===== config.mk =====
export PLATFORM = sky130hd
export DESIGN_NAME = uart_pixel_writer
export DESIGN_NICKNAME = d
export VERILOG_FILES = /design/src/rtl/frame_pkg.sv /design/src/rtl/uart_pixel_writer.sv
export SDC_FILE = /design/constraint.sdc
export NUM_CORES = 1
export LEC_CHECK = 0
export BUFFER_PORTS_ARGS = -buffer_cell sky130_fd_sc_hd__buf_2
export CAP_MARGIN = 20
export CORE_MARGIN = 2
export CORE_UTILIZATION = 45
export DETAILED_ROUTE_END_ITERATION = 10
export GPL_TIMING_DRIVEN = 0
export PLACE_DENSITY = 0.66
export SYNTH_ARGS = -nofsm -noshare
export SYNTH_HDL_FRONTEND = slang
export SYNTH_SLANG_ARGS = --single-unit

===== constraint.sdc =====
create_clock -name clk -period 2.7 [get_ports clk]
set_clock_uncertainty 0.1 [all_clocks]
set_input_delay 0.54 -clock clk [delete_from_list [all_inputs] [get_ports clk]]
set_output_delay 0.54 -clock clk [all_outputs]
set_load 0.03 [all_outputs]

===== src/rtl/frame_pkg.sv =====
// Frame geometry defaults and receive-FSM state type, shared by the pixel writer,
// the frame buffer and the processing stage.
package frame_pkg;

  localparam int IMG_WIDTH  = 1280;
  localparam int IMG_HEIGHT = 720;
  localparam int PIXEL_BITS = 24;
  localparam int MEM_DEPTH  = IMG_WIDTH * IMG_HEIGHT;
  localparam int ADDR_WIDTH = $clog2(MEM_DEPTH);

  typedef enum logic [2:0] {
    IDLE  = 3'd0,
    GET_R = 3'd1,
    GET_G = 3'd2,
    GET_B = 3'd3,
    DONE  = 3'd4
  } state_t;

endpackage


===== src/rtl/uart_pixel_writer.sv =====
// Packs UART bytes (R,G,B order) into 24-bit pixels written at raster addresses.
// Optional inter-byte timeout: define UART_PIXEL_WRITER_TIMEOUT_EN.
module uart_pixel_writer #(
  parameter int IMG_WIDTH  = frame_pkg::IMG_WIDTH,
  parameter int IMG_HEIGHT = frame_pkg::IMG_HEIGHT,
  parameter int PIXEL_BITS = frame_pkg::PIXEL_BITS,
`ifdef UART_PIXEL_WRITER_TIMEOUT_EN
  parameter int TIMEOUT_CYCLES = 1_000_000,
`endif
  localparam int MEM_DEPTH  = IMG_WIDTH * IMG_HEIGHT,
  localparam int ADDR_WIDTH = $clog2(MEM_DEPTH)
) (
  input  logic                  clk,
  input  logic                  reset,
  input  logic                  start,
  input  logic [7:0]            rx_data,
  input  logic                  rx_valid,
  output logic [ADDR_WIDTH-1:0] wr_addr,
  output logic [PIXEL_BITS-1:0] wr_data,
  output logic                  wr_en,
  output logic                  busy,
  output logic                  frame_done,
  output logic                  sync_err
);

  import frame_pkg::state_t;
  import frame_pkg::IDLE;
  import frame_pkg::GET_R;
  import frame_pkg::GET_G;
  import frame_pkg::GET_B;
  import frame_pkg::DONE;

  state_t                state_r;
  state_t                next_state_s;
  logic [7:0]            r_r;
  logic [7:0]            g_r;
  logic [ADDR_WIDTH-1:0] addr_cnt_r;
  logic [ADDR_WIDTH-1:0] wr_addr_r;
  logic [PIXEL_BITS-1:0] wr_data_r;
  logic                  wr_en_r;
  logic                  busy_r;
  logic                  frame_done_r;
  logic                  sync_err_r;
  logic                  last_pix_s;
  logic                  timeout_s;

  assign last_pix_s = (addr_cnt_r == ADDR_WIDTH'(MEM_DEPTH - 1));

`ifdef UART_PIXEL_WRITER_TIMEOUT_EN
  localparam int TMO_W = $clog2(TIMEOUT_CYCLES + 1);
  logic [TMO_W-1:0] tmo_cnt_r;

  // Counts idle cycles mid-pixel only; GET_R and any accepted byte clear it.
  always_ff @(posedge clk) begin
    if (reset) begin
      tmo_cnt_r <= TMO_W'(0);
    end else if ((state_r == GET_G || state_r == GET_B) && !rx_valid && !timeout_s) begin
      tmo_cnt_r <= tmo_cnt_r + TMO_W'(1);
    end else begin
      tmo_cnt_r <= TMO_W'(0);
    end
  end

  assign timeout_s = (state_r == GET_G || state_r == GET_B) && !rx_valid &&
                     (tmo_cnt_r == TMO_W'(TIMEOUT_CYCLES - 1));
`else
  assign timeout_s = 1'b0;
`endif

  always_ff @(posedge clk) begin
    if (reset) begin
      state_r <= IDLE;
    end else begin
      state_r <= next_state_s;
    end
  end

  always_comb begin
    next_state_s = state_r;
    case (state_r)
      IDLE: begin
        if (start) next_state_s = GET_R;
        else       next_state_s = IDLE;
      end
      GET_R: begin
        if (rx_valid) next_state_s = GET_G;
        else          next_state_s = GET_R;
      end
      GET_G: begin
        if (rx_valid)       next_state_s = GET_B;
        else if (timeout_s) next_state_s = GET_R;
        else                next_state_s = GET_G;
      end
      GET_B: begin
        if (rx_valid)       next_state_s = last_pix_s ? DONE : GET_R;
        else if (timeout_s) next_state_s = GET_R;
        else                next_state_s = GET_B;
      end
      DONE:    next_state_s = IDLE;
      default: next_state_s = IDLE;
    endcase
  end

  // busy also covers DONE so it stays high through the final write cycle
  // and drops together with the frame_done pulse.
  always_ff @(posedge clk) begin
    if (reset) begin
      r_r          <= 8'h00;
      g_r          <= 8'h00;
      addr_cnt_r   <= ADDR_WIDTH'(0);
      wr_addr_r    <= ADDR_WIDTH'(0);
      wr_data_r    <= PIXEL_BITS'(0);
      wr_en_r      <= 1'b0;
      busy_r       <= 1'b0;
      frame_done_r <= 1'b0;
      sync_err_r   <= 1'b0;
    end else begin
      wr_en_r      <= (state_r == GET_B) && rx_valid;
      busy_r       <= (next_state_s != IDLE);
      frame_done_r <= (state_r == DONE);
      sync_err_r   <= timeout_s;
      if (state_r == IDLE && start) begin
        addr_cnt_r <= ADDR_WIDTH'(0);
      end
      if (state_r == GET_R && rx_valid) begin
        r_r <= rx_data;
      end
      if (state_r == GET_G && rx_valid) begin
        g_r <= rx_data;
      end
      if (state_r == GET_B && rx_valid) begin
        wr_data_r <= {r_r, g_r, rx_data};
        wr_addr_r <= addr_cnt_r;
        if (!last_pix_s) begin
          addr_cnt_r <= addr_cnt_r + ADDR_WIDTH'(1);
        end
      end
    end
  end

  assign wr_addr    = wr_addr_r;
  assign wr_data    = wr_data_r;
  assign wr_en      = wr_en_r;
  assign busy       = busy_r;
  assign frame_done = frame_done_r;
  assign sync_err   = sync_err_r;

endmodule


==> summary.md <==
| Metric | Value |
|---|---|
| Outcome | `complete, no violations` |
| Actual slew at the worst max-slew pin | `0.824 ns` |
| Half-perimeter wire length after placement | `5.66 mm` |
| Max incr delay on CP | `0.72 ns` |
| Endpoints failing setup | `0` |
| Clk sink count | `86` |
| Clock Root Buffer | `clkbuf_8` |
| Layout Area Growth over Synthesis | `17.1%` |
| Leakage | `1.51 nW` |
| Io pins | `60` |
| Largest net degree at the start of global routing | `16` |
| Post-Syn Nets | `425` |
| Critical-path cell list | `ha_1 -> nand3_1 -> or2_2 -> o31ai_1 -> or3_1 -> nand3_1` |
| Placer congestion estimate | `0.878` |
| Worst Path Buf+Inv | `0` |
| Total CTS buffers | `9` |
| Mapped Area | `3480 µm²` |
| Startpoint Class | `flip-flop` |
| First-iteration detailed-routing DRC count | `146` |
| I/O Buffers | `57` |
| Gr usage total | `19.6%` |
| Crit share post-route | `87.3%` |
| Yosys warns | `0` |
| Largest delay share family, worst path | `simple AND/OR/NAND/NOR gates` |
| Fin. Hold Viols | `0` |
| Initial antenna violation count | `0` |
| Syn Inst Count | `412` |
| Detailed-router iteration count before antenna repair | `4` |
| Worst skew pair latency | `0.36 ns` |
| Ys flop type | `dfxtp_1` |
| RSZ-0062 raised after global routing | `no` |
| Global route overflow | `0` |
| Distinct cells, synth | `50` |
| Post_cts resized | `0` |
| Hold Buf Count CTS | `0` |
| Seq/Total Area, Yosys | `49.5%` |
| Via density per instance | `5.20` |
| Asr flop ratio synth | `0%` |
| EDFF count, synth | `0` |
| Hold WS | `0.318 ns` |
| Global-route wire length before repair | `13.1 mm` |
| TNS Setup | `0 ns` |
| Final min period | `2.36 ns` |
| Crit path top cell by count | `nand3_1` |
| Fraction of layout cells with a size suffix above 1 | `19.2%` |
| Htree depth | `3` |
| Fillers | `749` |
| Layout Nets | `493` |
| Avg Inst Size Synth | `8.44 µm²` |
| Initial core utilization | `45.7%` |
| Crit-path slowest cell | `o31ai_1` |
| Die area | `8440 µm²` |
| Synth Register Bits | `86` |
| PwrDens | `557 nW/µm²` |
| Remaining antenna violation count | `0` |
| Setup bufs post-CTS | `0` |
| WP data required | `2.85 ns` |
| Max Fclk | `424 MHz` |
| Hold/Removal Path Class | `in -> reg` |
| R2r setup slk | `0.34 ns` |
| Cell Rows | `32` |
| Data arrival, critical path | `2.51 ns` |
| Vias in the first global route | `2,840` |
| Ant diodes | `0` |
| Max-Cap Viols | `0` |
| Post-route DRC | `0` |
| Clk buf depth | `2` |
| Reg clk slew, reported paths | `0.09 ns` |
| Crit-path max FO | `6` |
| Die Span Y | `91.9 µm` |
| Die width | `91.9 µm` |
| CTS tree | `done` |
| Max-slew violations | `0` |
| Final core occ | `53.5%` |
| Wirelength, routed | `7.84 mm` |
| Core Area | `7610 µm²` |
| Max-slew headroom | `44.6%` |
| WL/cell | `13.4 µm` |
| CP Capture Type | `flip-flop` |
| Via count | `3,053` |
| WS Path Type | `reg -> reg` |
| Peak VDD IR | `254 µV` |
-- routing by layer --
| layer | part of all wire, % | wire (µm) | global-route usage, % |
|---|---|---|---|
| met1 | 44 | 3470 | 23.4 |
| met2 | 49 | 3870 | 33.5 |
| met3 | 5.3 | 417 | 5.26 |
| met4 | 1.0 | 82 | 7.46 |
| met5 | 0 | 0 | 0 |
-- path summary, 6_finish.rpt --
kind	startpoint	end	cells after the start
hold / removal	reset	state_r[1]	2
setup reg to reg	addr_cnt_r[0]	addr_cnt_r[19]	6
setup / recovery	addr_cnt_r[0]	addr_cnt_r[19]	6
hold reg to reg	wr_addr[12]	wr_addr[12]	2
-- flip-flops by register name, indices dropped and copies added (netlist names) --
| name | count |
|---|---|
| wr_en | 1 |
| frame_done | 1 |
| wr_data | 24 |
| addr_cnt_r | 20 |
| r_r | 8 |
| busy | 1 |
| wr_addr | 20 |
| state_r | 3 |
| g_r | 8 |
-- logic make-up (layout without fill, tap and decap cells) --
kind of cell | count (synthesis) | in the layout | share of synthesized area [%]
and+or+nand+nor | 195 | 195 | 26.2
DFF | 86 | 86 | 49.5
AOI/OAI and AO/OA | 79 | 79 | 13.4
buffers and inverters | 30 | 103 | 4.61
muxes | 18 | 18 | 5.26
xor gates and xnor gates | 2 | 2 | 0.504
adders and majority gates | 1 | 1 | 0.360
other | 1 | 1 | 0.108
-- cell usage in the layout (no fill, tap or decap), drive strengths merged, types with 5 or more instances in the layout --
cell and n:
nand2 103, dfxtp 86, buf 66, a21oi 53, clkbuf 30, nand3 27
nor2 25, mux2i 16, or3 8, nor3 6, o21ai 5
-- per-stage QoR --
step                power (W)  worst slack [ns]  std cells  instance area [µm²]
floorplan             0.00142             0.717        412                 3480
global placement      0.00146             0.403        571                 3890
detailed placement    0.00146             0.363        571                 3890
CTS                   0.00228             0.348        587                 4070
global route          0.00236             0.130        587                 4070
finish                0.00227             0.343        587                 4070
-- synth_stat cells, drive strengths merged, types with 2 or more instances --
library cell	instances	area share, %
o31ai	4	1.3
nor2	25	2.7
nor2b	3	0.54
a21oi	53	7.6
nand2	103	11
mux2	2	0.65
mux2i	16	4.6
nand4b	2	0.50
xor2	2	0.50
nand3	27	3.9
and4	4	1.0
dfxtp	86	50
o211ai	2	0.43
a22o	2	0.54
nor4b	2	0.68
a31oi	4	0.72
nor3b	2	0.58
and2	2	0.36
clkbuf	20	2.4
nand4	4	0.90
nor4bb	2	0.58
or3	8	1.4
nor3	6	0.86
a21o	2	0.43
o21ai	5	0.72
buf	9	2.1
-- area by class of cell --
class,count,area [µm²],area share [%]
Buffer,29,156,3.84
Clock buffer,10,138,3.38
Clock inverter,6,45.0,1.11
Inverter,1,3.75,0.0922
Multi-Input combinational cell,296,1590,39.2
Sequential cell,86,1720,42.3
Tap cell,102,128,3.13
Timing Repair Buffer,57,285,7.01
-- power by group --
group | internal, W | switching (W) | total, W
logic | 0.0000500 | 0.0000925 | 0.000143
clock network | 0.000362 | 0.000470 | 0.000832
registers | 0.00128 | 0.00000783 | 0.00129
total | 0.00170 | 0.000570 | 0.00227
Note: power is estimated with default switching activity, not from simulation.
